==> src/rtl/pipeline_ctrl_pkg.sv <==
// Shared types and constants for the pipeline sequencer.
// State encodings are fixed so o_state reads back stably.
package pipeline_ctrl_pkg;

    typedef enum logic [2:0] {
        S_IDLE  = 3'b000,
        S_RUN   = 3'b001,
        S_STEP  = 3'b010,
        S_DRAIN = 3'b011,
        S_DONE  = 3'b100
    } state_e;

    localparam logic [5:0] HALT_OPCODE = 6'h3F;
    localparam int unsigned DRAIN_DEFAULT = 4;

endpackage

==> src/rtl/pipeline_ctrl_if.sv <==
// Debug/hazard inputs and pipeline control outputs of the sequencer.
// master = debug unit + datapath side, slave = sequencer.
interface pipeline_ctrl_if #(
    parameter int unsigned CNT_W = 32
);
    logic             i_dbg_run;
    logic             i_dbg_step;
    logic             i_dbg_pause;
    logic             i_idex_memRead;
    logic [4:0]       i_idex_rt;
    logic [4:0]       i_ifid_rs;
    logic [4:0]       i_ifid_rt;
    logic             i_branch_taken;
    logic             i_halt_instr;
    logic             o_halt;
    logic             o_pc_write;
    logic             o_ifid_write;
    logic             o_idex_stall;
    logic             o_ifid_flush;
    logic             o_done;
    logic [2:0]       o_state;
    logic [CNT_W-1:0] o_cycle_cnt;

    modport master (
        output i_dbg_run, i_dbg_step, i_dbg_pause,
        output i_idex_memRead, i_idex_rt,
        output i_ifid_rs, i_ifid_rt,
        output i_branch_taken, i_halt_instr,
        input  o_halt, o_pc_write, o_ifid_write,
        input  o_idex_stall, o_ifid_flush,
        input  o_done, o_state, o_cycle_cnt
    );

    modport slave (
        input  i_dbg_run, i_dbg_step, i_dbg_pause,
        input  i_idex_memRead, i_idex_rt,
        input  i_ifid_rs, i_ifid_rt,
        input  i_branch_taken, i_halt_instr,
        output o_halt, o_pc_write, o_ifid_write,
        output o_idex_stall, o_ifid_flush,
        output o_done, o_state, o_cycle_cnt
    );

endinterface

==> src/rtl/pipeline_ctrl_hazard_unit.sv <==
// Load-use hazard detect: load in EX writes a register read in ID.
// Register 0 is never a real dependency.
module hazard_unit (
    input  logic       memread_i,
    input  logic [4:0] ex_rt_i,
    input  logic [4:0] id_rs_i,
    input  logic [4:0] id_rt_i,
    output logic       hazard_o
);

    assign hazard_o = memread_i
                    & (ex_rt_i != 5'd0)
                    & ((ex_rt_i == id_rs_i) | (ex_rt_i == id_rt_i));

endmodule

==> src/rtl/pipeline_ctrl.sv <==
// Pipeline sequencer: run/step/pause gating, load-use stall,
// branch squash and post-HALT drain.
module pipeline_ctrl
    import pipeline_ctrl_pkg::*;
#(
    parameter int unsigned DRAIN_CYCLES = DRAIN_DEFAULT,
    parameter int unsigned CNT_W        = 32
) (
    input  logic            clk,
    input  logic            i_rst,
    pipeline_ctrl_if.slave  bus
);

    localparam logic [3:0] DRAIN_LOAD = 4'(DRAIN_CYCLES);

    state_e           state_q, state_d;
    logic [3:0]       drain_q, drain_d;
    logic [CNT_W-1:0] cnt_q, cnt_d;
    logic             done_q;

    logic hazard;
    logic halt_taken;
    logic halt_w;

    hazard_unit u_hazard (
        .memread_i (bus.i_idex_memRead),
        .ex_rt_i   (bus.i_idex_rt),
        .id_rs_i   (bus.i_ifid_rs),
        .id_rt_i   (bus.i_ifid_rt),
        .hazard_o  (hazard)
    );

    assign halt_taken = bus.i_halt_instr & ~hazard;

    always_ff @(posedge clk) begin
        if (i_rst) begin
            state_q <= S_IDLE;
            drain_q <= 4'd0;
            cnt_q   <= '0;
            done_q  <= 1'b0;
        end else begin
            state_q <= state_d;
            drain_q <= drain_d;
            cnt_q   <= cnt_d;
            done_q  <= (state_d == S_DONE);
        end
    end

    always_comb begin
        state_d = state_q;
        drain_d = drain_q;
        unique case (state_q)
            S_IDLE: begin
                if (bus.i_dbg_run)
                    state_d = S_RUN;
                else if (bus.i_dbg_step)
                    state_d = S_STEP;
            end
            S_RUN: begin
                if (halt_taken) begin
                    state_d = S_DRAIN;
                    drain_d = DRAIN_LOAD;
                end else if (bus.i_dbg_pause) begin
                    state_d = S_IDLE;
                end
            end
            S_STEP: begin
                if (halt_taken) begin
                    state_d = S_DRAIN;
                    drain_d = DRAIN_LOAD;
                end else begin
                    state_d = S_IDLE;
                end
            end
            S_DRAIN: begin
                drain_d = drain_q - 4'd1;
                // <=1 also guards a zero count from locking up
                if (drain_q <= 4'd1) begin
                    state_d = S_DONE;
                    drain_d = 4'd0;
                end
            end
            S_DONE: state_d = S_DONE;
            default: begin
                state_d = S_IDLE;
                drain_d = 4'd0;
            end
        endcase
    end

    always_comb begin
        halt_w           = 1'b1;
        bus.o_pc_write   = 1'b0;
        bus.o_ifid_write = 1'b0;
        bus.o_idex_stall = 1'b0;
        bus.o_ifid_flush = 1'b0;
        unique case (state_q)
            S_RUN, S_STEP: begin
                halt_w = 1'b0;
                if (hazard) begin
                    bus.o_idex_stall = 1'b1;
                end else begin
                    bus.o_pc_write   = 1'b1;
                    bus.o_ifid_write = 1'b1;
                    bus.o_ifid_flush = bus.i_branch_taken;
                end
            end
            S_DRAIN: begin
                halt_w           = 1'b0;
                bus.o_idex_stall = 1'b1;
            end
            default: halt_w = 1'b1;
        endcase
    end

    always_comb begin
        cnt_d = cnt_q;
        if (!halt_w && (cnt_q != {CNT_W{1'b1}}))
            cnt_d = cnt_q + 1'b1;
    end

    assign bus.o_halt      = halt_w;
    assign bus.o_done      = done_q;
    assign bus.o_state     = state_q;
    assign bus.o_cycle_cnt = cnt_q;

endmodule
==> src/flat_wrapper.sv <==
// flat-port wrapper written by rule: the top's interface ports become plain ports
module pipeline_ctrl_flat import pipeline_ctrl_pkg::*;
#(
    parameter int unsigned DRAIN_CYCLES = DRAIN_DEFAULT,
    parameter int unsigned CNT_W        = 32
)
  (clk, i_rst, bus_i_dbg_run, bus_i_dbg_step, bus_i_dbg_pause, bus_i_idex_memRead, bus_i_idex_rt, bus_i_ifid_rs, bus_i_ifid_rt, bus_i_branch_taken, bus_i_halt_instr, bus_o_halt, bus_o_pc_write, bus_o_ifid_write, bus_o_idex_stall, bus_o_ifid_flush, bus_o_done, bus_o_state, bus_o_cycle_cnt);
  pipeline_ctrl_if #(.CNT_W(CNT_W)) bus_i ();
  input  logic clk;
  input  logic i_rst;
  input wire logic [$bits(bus_i.i_dbg_run)-1:0] bus_i_dbg_run;
  input wire logic [$bits(bus_i.i_dbg_step)-1:0] bus_i_dbg_step;
  input wire logic [$bits(bus_i.i_dbg_pause)-1:0] bus_i_dbg_pause;
  input wire logic [$bits(bus_i.i_idex_memRead)-1:0] bus_i_idex_memRead;
  input wire logic [$bits(bus_i.i_idex_rt)-1:0] bus_i_idex_rt;
  input wire logic [$bits(bus_i.i_ifid_rs)-1:0] bus_i_ifid_rs;
  input wire logic [$bits(bus_i.i_ifid_rt)-1:0] bus_i_ifid_rt;
  input wire logic [$bits(bus_i.i_branch_taken)-1:0] bus_i_branch_taken;
  input wire logic [$bits(bus_i.i_halt_instr)-1:0] bus_i_halt_instr;
  output wire logic [$bits(bus_i.o_halt)-1:0] bus_o_halt;
  output wire logic [$bits(bus_i.o_pc_write)-1:0] bus_o_pc_write;
  output wire logic [$bits(bus_i.o_ifid_write)-1:0] bus_o_ifid_write;
  output wire logic [$bits(bus_i.o_idex_stall)-1:0] bus_o_idex_stall;
  output wire logic [$bits(bus_i.o_ifid_flush)-1:0] bus_o_ifid_flush;
  output wire logic [$bits(bus_i.o_done)-1:0] bus_o_done;
  output wire logic [$bits(bus_i.o_state)-1:0] bus_o_state;
  output wire logic [$bits(bus_i.o_cycle_cnt)-1:0] bus_o_cycle_cnt;
  assign bus_i.i_dbg_run = bus_i_dbg_run;
  assign bus_i.i_dbg_step = bus_i_dbg_step;
  assign bus_i.i_dbg_pause = bus_i_dbg_pause;
  assign bus_i.i_idex_memRead = bus_i_idex_memRead;
  assign bus_i.i_idex_rt = bus_i_idex_rt;
  assign bus_i.i_ifid_rs = bus_i_ifid_rs;
  assign bus_i.i_ifid_rt = bus_i_ifid_rt;
  assign bus_i.i_branch_taken = bus_i_branch_taken;
  assign bus_i.i_halt_instr = bus_i_halt_instr;
  assign bus_o_halt = bus_i.o_halt;
  assign bus_o_pc_write = bus_i.o_pc_write;
  assign bus_o_ifid_write = bus_i.o_ifid_write;
  assign bus_o_idex_stall = bus_i.o_idex_stall;
  assign bus_o_ifid_flush = bus_i.o_ifid_flush;
  assign bus_o_done = bus_i.o_done;
  assign bus_o_state = bus_i.o_state;
  assign bus_o_cycle_cnt = bus_i.o_cycle_cnt;
  pipeline_ctrl #(.DRAIN_CYCLES(DRAIN_CYCLES), .CNT_W(CNT_W)) u_core (.clk(clk), .i_rst(i_rst), .bus(bus_i));
endmodule
==> config.mk <==
export PLATFORM = sky130hd
export DESIGN_NAME = pipeline_ctrl_flat
export DESIGN_NICKNAME = d
export VERILOG_FILES = /design/src/rtl/pipeline_ctrl_pkg.sv /design/src/rtl/pipeline_ctrl_if.sv /design/src/rtl/pipeline_ctrl_hazard_unit.sv /design/src/rtl/pipeline_ctrl.sv /design/src/flat_wrapper.sv
export SDC_FILE = /design/constraint.sdc
export NUM_CORES = 1
export LEC_CHECK = 0
export ABC_CLOCK_PERIOD_IN_PS = 5500
export CELL_PAD_IN_SITES_DETAIL_PLACEMENT = 1
export CELL_PAD_IN_SITES_GLOBAL_PLACEMENT = 2
export CORE_MARGIN = 1.5
export CORE_UTILIZATION = 30
export CTS_CLUSTER_DIAMETER = 50
export DETAILED_ROUTE_END_ITERATION = 8
export PLACE_DENSITY = 0.88
export SYNTH_ARGS = -nofsm -noshare
export SYNTH_HDL_FRONTEND = slang
export SYNTH_SLANG_ARGS = --single-unit
==> constraint.sdc <==
create_clock -name clk -period 5.5 [get_ports clk]
set_input_delay 1.1 -clock clk [delete_from_list [all_inputs] [get_ports clk]]
set_output_delay 1.1 -clock clk [all_outputs]
set_load 0.05 [all_outputs]
# Word-level counts from Yosys, hierarchy flattened
# Cells that the tools add are included.
[word_totals]
register_bits = 40
input_bits = 23
out_inout_bits = 41
elab_cells = 46
[op_classes]
n_addsub = 2
n_lt_le_gt_ge = 1
eq_ne = 9
muxes = 17
bitwise = 6
n_reduce_logical = 7
[op_table]
columns = ["op", "n"]
rows = [
  ["adder 32 x 1 -> 32 bit (second input constant)", 1],
  ["!= test 32 bit (second input constant)", 1],
  ["2-to-1 mux 3 bit", 5],
  ["case mux 3 bit (5 select lines)", 1],
  ["case mux 4 bit (3 select lines)", 1],
  ["equality test 5 bit", 2],
  ["2-to-1 mux 4 bit", 2],
  ["equality test 3 x 2 -> 1 bit (second input constant)", 2],
  ["equality test 3 bit (second input constant)", 2],
  ["2-to-1 mux 1 bit", 6],
  ["nonzero test 5 bit", 1],
  ["less-or-equal comparator 4 x 1 -> 1 bit (second input constant)", 1],
  ["OR reduction 2 bit", 2],
  ["subtractor 4 x 1 -> 4 bit (second input constant)", 1],
  ["AND 1 bit", 3],
  ["equality test 3 x 1 -> 1 bit (second input constant)", 1],
  ["logical NOT 3 bit", 1],
  ["OR reduction 3 bit", 1],
  ["2-to-1 mux 2 bit", 1],
  ["!= test 2 x 1 -> 1 bit (second input constant)", 1],
  ["NOT 1 bit", 2],
  ["case mux 1 bit (2 select lines)", 1],
  ["AND reduction 2 bit", 1],
  ["logical AND 1 bit", 1],
  ["OR 1 bit", 1],
]

# Longest topological paths before layout
# Gate-level depths: netlist of the first run.
[depth]
ltp_word = 8
depth_mapped = 10
ltp_nobuf = 7

# By module
# Synthesis of the first run repeated with hierarchy kept, for this count alone.
[unflattened]
cells_unflattened = 279
hier_area_um2 = 2297.2
[by_module_without_submodules]
columns = ["mod", "n_inst", "cells_per_inst", "area_each_um2", "seq_area_each_um2"]
rows = [
  ["pipeline_ctrl", 1, 262, 2172.1, 800.8],
  ["hazard_unit", 1, 17, 125.1, 0.0],
]

# Worst setup path before layout of the first run
# Ideal clock, no wire load.
[synth_path]
kind = "input-to-output"
startpoint = "in bus_i_idex_rt[0]"
endpoint = "out bus_o_ifid_flush"
arrival_time_ps = 3202
required_ps = 4400
slack_ps = 1198
stages = 4
path_buffers = 0
path_cell_list = "or4_1 -> o21a_1 -> and2_1 -> nor3b_1"
[synth_via]
elab_chain_len = 5
elab_cells_between_ends = 8
classes_between = "2 x eq/ne; 2 x mux; 3 x bitwise; 1 x reduce/logical"
[synth_lines]
columns = ["item", "line_no", "source"]
rows = [
  ["start, declared", "flat_wrapper.sv:15", "input wire logic [$bits(bus_i.i_idex_rt)-1:0] bus_i_idex_rt;"],
  ["equality test 5 bit or nonzero test 5 bit (tied branches)", "pipeline_ctrl_hazard_unit.sv:13, pipeline_ctrl_hazard_unit.sv:12", ""],
  ["OR 1 bit or AND 1 bit (tied branches)", "pipeline_ctrl_hazard_unit.sv:13, pipeline_ctrl_hazard_unit.sv:12", ""],
  ["AND 1 bit *", "pipeline_ctrl_hazard_unit.sv:13", "& ((ex_rt_i == id_rs_i) | (ex_rt_i == id_rt_i));"],
  ["2-to-1 mux 1 bit *", "pipeline_ctrl.sv:100", "if (hazard) begin"],
  ["2-to-1 mux 1 bit *", "pipeline_ctrl.sv:97", "unique case (state_q)"],
  ["end, declared", "flat_wrapper.sv:24", "output wire logic [$bits(bus_i.o_ifid_flush)-1:0] bus_o_ifid_flush;"],
]
# Every way passes the cells marked *; elsewhere a longest branch is shown, timed or not.

# Final worst setup path of the first run
# Ends and elaborated chain as after synthesis.

==> results by group, run 1 <==
Yosys
  • Yosys reg bits: 40
  • Synth warn: 0
  • Cell accounting for the most synthesized area: dfxtp_1
  • Number of synthesized flops with an enable pin: 0
  • Ys async rst share: 0%
  • Mux cell area share after synthesis: 2.69%
  • Post-synthesis sequential area ratio: 33.1%
  • Top cells by area, synth: dfxtp_1, a21oi_1, o31ai_1
  • Post-synthesis compound-gate area fraction: 21.7%
  • Synth cell types: 56
  • Main combinational cell family by area after synthesis: simple AND/OR/NAND/NOR gates
  • Cells after Synth: 293
  • Post-Synth XOR/XNOR Area: 4.34%
  • Post-synth top area share: 33.1%
  • Post-Synth Simple-Gate Area: 31.4%
  • Post-synth top flop: dfxtp_1
  • Post-Syn Nets: 319
  • Synth Area in Adders: 1.55%
  • Mapped Area: 2420 um^2
  • Syn avg cell area: 8.26 um^2

Power and ir drop
  • Static leakage: 1.06 nW
  • VDD IR max: 0.370 mV
  • Pwr/cell area: 320 nW/um^2

Routing
  • Vias/cell: 5.50
  • Routed wire length: 6900 um
  • DRC: 0
  • Pre-antenna DRT Iters: 4
  • Final ANT Viol Nets: 0
  • Iter 0 DRT Violations: 108
  • DR vias: 2484
  • Avg WL per Cell: 15.3 um

Critical path
  • Critical path cell sequence: clkdlybuf4s50_1 -> or4_1 -> o21a_1 -> and2_1 -> nor3b_1 -> clkdlybuf4s50_1
  • Critical Path Max Stage Delay: 840 ps
  • Cell mode on critical path: clkdlybuf4s50_1
  • Slowest CP cell: clkdlybuf4s50_1
  • CP startpoint kind: primary input
  • Setup CP Type: primary input to output pin
  • R2r worst-path depth: 7
  • WP data required: 4400 ps
  • Critical path arrival: 3670 ps
  • CP Capture Type: output pin
  • Bufs and invs on worst path: 2
  • Levels on crit path: 6
  • Crit path max-delay family: buffers and inverters
  • Critical-path maximum fanout: 6

Timing
  • Fin. max-slew vios: 0
  • Clk_skew: 7.61 ps
  • Final period utilization: 86.8%
  • Max Freq: 210 MHz
  • TNS Setup: 0 ps
  • # setup viols final: 0
  • Slew headroom: 40.8%
  • Period minus WS final: 4770 ps
  • Worst Tran Pin Value: 880 ps
  • RSZ-0062 raised after global routing: no
  • Final hold vios: 0

CTS
  • Root Driver: clkbuf_8
  • Worst-skew pair later-pin latency: 300 ps
  • CTS sink cnt: 40
  • Clk buf depth: 2
  • TritonCTS clock tree: built
  • Setup bufs post-CTS: 0
  • # resized after CTS: 0
  • TritonCTS buffer count: 5
  • Clock transition at path regs: 70 ps
  • # H-tree levels: 2
  • Cts hold-fix bufs: 0

Global routing
  • GR Overflow Total: 0
  • Initial antenna violation count: 0
  • Vias in the first global route: 2464
  • Pin count of the biggest net entering global routing: 49
  • First-pass GRT wire length: 11800 um
  • GRT Total Usage: 16.6%

Status
  • Status: finished clean

Final layout
  • Fillers: 966
  • Final Core Density: 41.8%
  • Commonest non-fill, non-tap cell in the layout: clkdlybuf4s50_1
  • Nets: 375
  • Layout Cells excl Fill: 452
  • Area grow syn2layout: 34.2%
  • Commonest cells after routing, fill and taps aside: clkdlybuf4s50_1, dfxtp_1, a21oi_1
  • Multi-input gate area: 1500 um^2
  • ANT cells: 0
  • FF/Latch Area: 801 um^2
  • Share of layout cells above drive strength 1: 7.43%

Floorplanning
  • Ports: 64
  • Die W: 92.8 um
  • Die Span Y: 92.8 um
  • Starting Density: 31.2%
  • Rows: 32
  • Die ar.: 8610 um^2
  • Core area: 7770 um^2

Min path
  • Worst Hold Depth: 2
  • Hold Path Class: flop to flop

Placement
  • Post-DP HPWL: 5070 um
  • Dpl cells: 444
  • Placer congestion estimate: 0.748
  • IO Port Bufs: 63

Run
  • Max-cap viol count: 0
## Yosys cell counts, drive strengths merged, types with 2 or more instances
| cell type | number |
|---|---|
| nand4 | 9 |
| mux2 | 4 |
| nor4 | 6 |
| nor2 | 18 |
| dfxtp | 40 |
| or2 | 3 |
| or4 | 18 |
| inv | 12 |
| buf | 9 |
| mux2i | 2 |
| and2 | 2 |
| nand3 | 15 |
| clkbuf | 7 |
| o41ai | 2 |
| o21ai | 11 |
| nand2 | 15 |
| ha | 3 |
| o31a | 2 |
| xnor2 | 10 |
| or3 | 15 |
| a21o | 3 |
| and4 | 2 |
| nand2b | 3 |
| nor3 | 4 |
| a21oi | 32 |
| xor2 | 2 |
| o22ai | 3 |
| o31ai | 20 |
| nor4b | 2 |
| nor2b | 5 |
## state kept, by name, indices dropped and copies added, names as in the netlist
name / flops
u_core.bus.o_cycle_cnt: 32
u_core.drain_q: 4
u_core.bus.o_state: 3
u_core.bus.o_done: 1
## worst min-delay path: cells and delay by family (launching register included)
family / cells / cell delay (ps)
compound gates: 2 / 130
flops: 1 / 340
## kinds of logic after synthesis
logic type | after synthesis
AO/OA/AOI/OAI | 83
XOR/XNOR | 12
adder cells (fa/ha/maj) | 3
buffers and inverters | 28
flip-flops | 40
multiplexers | 6
AND/OR/NAND/NOR | 121
## worst paths after layout
kind                                                  from                    endpoint  slack, ps
worst max-delay path                      bus_i_idex_rt[0]            bus_o_ifid_flush        730
worst min-delay path            u_core.bus.o_cycle_cnt[14]  u_core.bus.o_cycle_cnt[14]        510
worst max register to register       u_core.bus.o_state[1]  u_core.bus.o_cycle_cnt[17]       2880
worst min register to register  u_core.bus.o_cycle_cnt[14]  u_core.bus.o_cycle_cnt[14]        510
## area by class of cell
type / count / area share, %
Multi-Input combinational cell: 225 / 46.2
Sequential cell: 40 / 24.7
Timing Repair Buffer: 65 / 19.9
Tap cell: 102 / 3.93
Clock buffer: 7 / 2.97
Inverter: 12 / 1.39
Clock inverter: 1 / 0.925
## metal layers
| layer | vias up | part of all wire [%] | track usage [%] |
|---|---|---|---|
| met4 | 0 | 1.4 | 5.56 |
| met5 | - | 0 | 0 |
| li1 | 1224 | - | - |
| met1 | 1212 | 50 | 22.1 |
| met2 | 38 | 46 | 27.3 |
| met3 | 10 | 2.4 | 2.38 |
## power breakdown
group	total (mW)	internal, mW	leakage [nW]	switching, mW
combinational	0.418	0.148	0.671	0.270
sequential	0.355	0.310	0.323	0.0448
clock	0.267	0.160	0.0645	0.107
total	1.04	0.618	1.06	0.421
## metrics by stage
stage	setup WS [ps]	power [mW]	instance area [um^2]	hold slack (ps)
global placement	812	0.777	3120	479
global route	616	1.09	3250	548
CTS	728	1.05	3250	510
finish	728	1.04	3250	505
detailed placement	748	0.782	3120	497
floorplan	1200	0.663	2420	491
(Power assumes the default switching activity.)
==> run 2: changes to the inputs <==
==> constraint.sdc (replaced) <==
create_clock -name clk -period 5.5 [get_ports clk]
set_input_delay 0.55 -clock clk [delete_from_list [all_inputs] [get_ports clk]]
set_output_delay 0.55 -clock clk [all_outputs]
set_load 0.05 [all_outputs]
==> run 2 against run 1 <==
Against the previous run: routed wire length shrank 0.35%; total power down 7.6%; flip-flop and latch count is the same; clock skew decreased by 3.1 ps; critical endpoint unchanged; sequential power is essentially flat; clock power down 30%; largest cell class unchanged; worst setup slack improved by 1100 ps; critical path depth unchanged.
==> results by group, run 2 (synthesized netlist as in run 1, its figures left out) <==
Global routing
  • GR Overflow Total: 0
  • Initial antenna violation count: 0
  • First-pass GRT wire length: 11700 um
  • Pin count of the biggest net entering global routing: 51
  • Vias in the first global route: 2403
  • GRT Total Usage: 16.6%

Critical path
  • Setup CP Type: primary input to output pin
  • WP data required: 4950 ps
  • CP startpoint kind: primary input
  • CP startpoint: bus_i_idex_rt[0]
  • Crit path max-delay family: buffers and inverters
  • CP Capture Type: output pin
  • Reg-to-Reg Start: u_core.bus.o_state[1]
  • Bufs and invs on worst path: 2
  • Critical path cell sequence: clkdlybuf4s50_1 -> or4_1 -> o21a_1 -> and2_1 -> nor3b_1 -> clkdlybuf4s50_1
  • Critical path arrival: 3090 ps
  • Critical Path Max Stage Delay: 830 ps
  • Cell mode on critical path: clkdlybuf4s50_1
  • Slowest CP cell: clkdlybuf4s50_1
  • Critical-path maximum fanout: 6

Timing
  • RSZ-0062 raised after global routing: no
  • Max Freq: 275 MHz
  • Fin. max-slew vios: 0
  • TNS Setup: 0 ps
  • Final period utilization: 66.1%
  • Slew headroom: 47.0%
  • Worst Tran Pin Value: 788 ps
  • Period minus WS final: 3640 ps
  • Clk_skew: 4.50 ps
  • # setup viols final: 0
  • Final hold vios: 0

Final layout
  • Area grow syn2layout: 32.2%
  • FF/Latch Area: 801 um^2
  • Max FFs per register: 32
  • Post-route cell area: 3200 um^2
  • Final Core Density: 41.2%
  • Share of layout cells above drive strength 1: 6.88%
  • Nets: 375
  • Multi-input gate area: 1500 um^2
  • Fillers: 957
  • Commonest non-fill, non-tap cell in the layout: clkdlybuf4s50_1
  • ANT cells: 0
  • Commonest cells after routing, fill and taps aside: clkdlybuf4s50_1, dfxtp_1, a21oi_1

CTS
  • Cts hold-fix bufs: 0
  • TritonCTS clock tree: built
  • Clock transition at path regs: 70 ps
  • Clk buf depth: 2
  • # H-tree levels: 2
  • Root Driver: clkbuf_8
  • Worst-skew pair later-pin latency: 290 ps
  • Setup bufs post-CTS: 0
  • CTS sink cnt: 40
  • TritonCTS buffer count: 5
  • # resized after CTS: 0

Power and ir drop
  • Gate power share: 43.4%
  • Static leakage: 1.04 nW
  • Psw: 0.416 mW
  • Pwr/cell area: 300 nW/um^2
  • Register share of total power: 37.1%
  • P_int: 0.544 mW
  • Clock network power share: 19.5%
  • Final Power: 0.960 mW
  • VDD IR max: 0.391 mV
  • Switching share of power: 43.3%

Floorplanning
  • Rows: 32
  • Core area: 7770 um^2
  • Starting Density: 31.2%
  • Die Span Y: 92.8 um
  • Ports: 64
  • Die W: 92.8 um
  • Die ar.: 8610 um^2

Placement
  • Placer congestion estimate: 0.738
  • Placement Cell Area: 3120 um^2
  • Post-DP HPWL: 5120 um
  • IO Port Bufs: 63

Status
  • Status: finished clean

Routing
  • Iter 0 DRT Violations: 107
  • Pre-antenna DRT Iters: 4
  • Final ANT Viol Nets: 0
  • Avg WL per Cell: 15.2 um
  • DR vias: 2468
  • Vias/cell: 5.47
  • Routed wire length: 6870 um
  • DRC: 0

Min path
  • Hold Crit Start: u_core.bus.o_cycle_cnt[14]
  • Hold Path Class: flop to flop

Run
  • Max-cap viol count: 0
[run 2: cell count changes in the layout (fill, tap and decap cells not counted)]
cell	change
clkinv_2	+1
clkbuf_8	-2
clkbuf_1	+1
bufinv_16	-1
[run 2: per-layer routing]
| layer | global-route usage, % | part of all wire (%) | vias to the layer above |
|---|---|---|---|
| li1 | - | - | 1220 |
| met1 | 21.8 | 48 | 1197 |
| met2 | 28.2 | 48 | 43 |
| met3 | 2.96 | 3.0 | 8 |
| met4 | 3.66 | 0.96 | 0 |
| met5 | 0 | 0 | - |
[run 2: path summary, 6_finish.rpt]
path	endpoint	slack (ps)	cells after the start
hold / removal	u_core.bus.o_cycle_cnt[14]	510	2
setup / recovery	bus_o_ifid_flush	1860	6
setup reg to reg	u_core.bus.o_cycle_cnt[17]	2860	7
hold reg to reg	u_core.bus.o_cycle_cnt[14]	510	2
[run 2: power groups by stage]
stage                     Clock [mW]  Combinational (mW)  Sequential, mW
after floorplan                    0               0.274           0.389
after global placement             0               0.415           0.361
after detailed placement           0               0.418           0.363
after CTS                      0.194               0.420           0.356
after global routing           0.207               0.444           0.362
final                          0.187               0.417           0.356
[run 2: tightest hold or removal path, delay by kind of cell, from the launching register on]
kind / cells / cell delay [ps]
DFF: 1 / 340
AOI/OAI and AO/OA: 2 / 130
[run 2: area by class of cell]
class	instances	area share (%)
timing repair buffer	65	20.2
sequential	40	25.0
clock buffer	6	2.27
clock inverter	1	0.156
tap	102	3.99
inverter	12	1.41
multi-input combinational	225	46.9
[run 2: per-stage QoR]
| step | cells | setup WS, ps | hold WS, ps |
|---|---|---|---|
| floorplan | 293 | 2300 | 491 |
| global placement | 444 | 1910 | 479 |
| detailed placement | 444 | 1860 | 496 |
| CTS | 451 | 1840 | 507 |
| global route | 451 | 1760 | 549 |
| finish | 451 | 1860 | 510 |
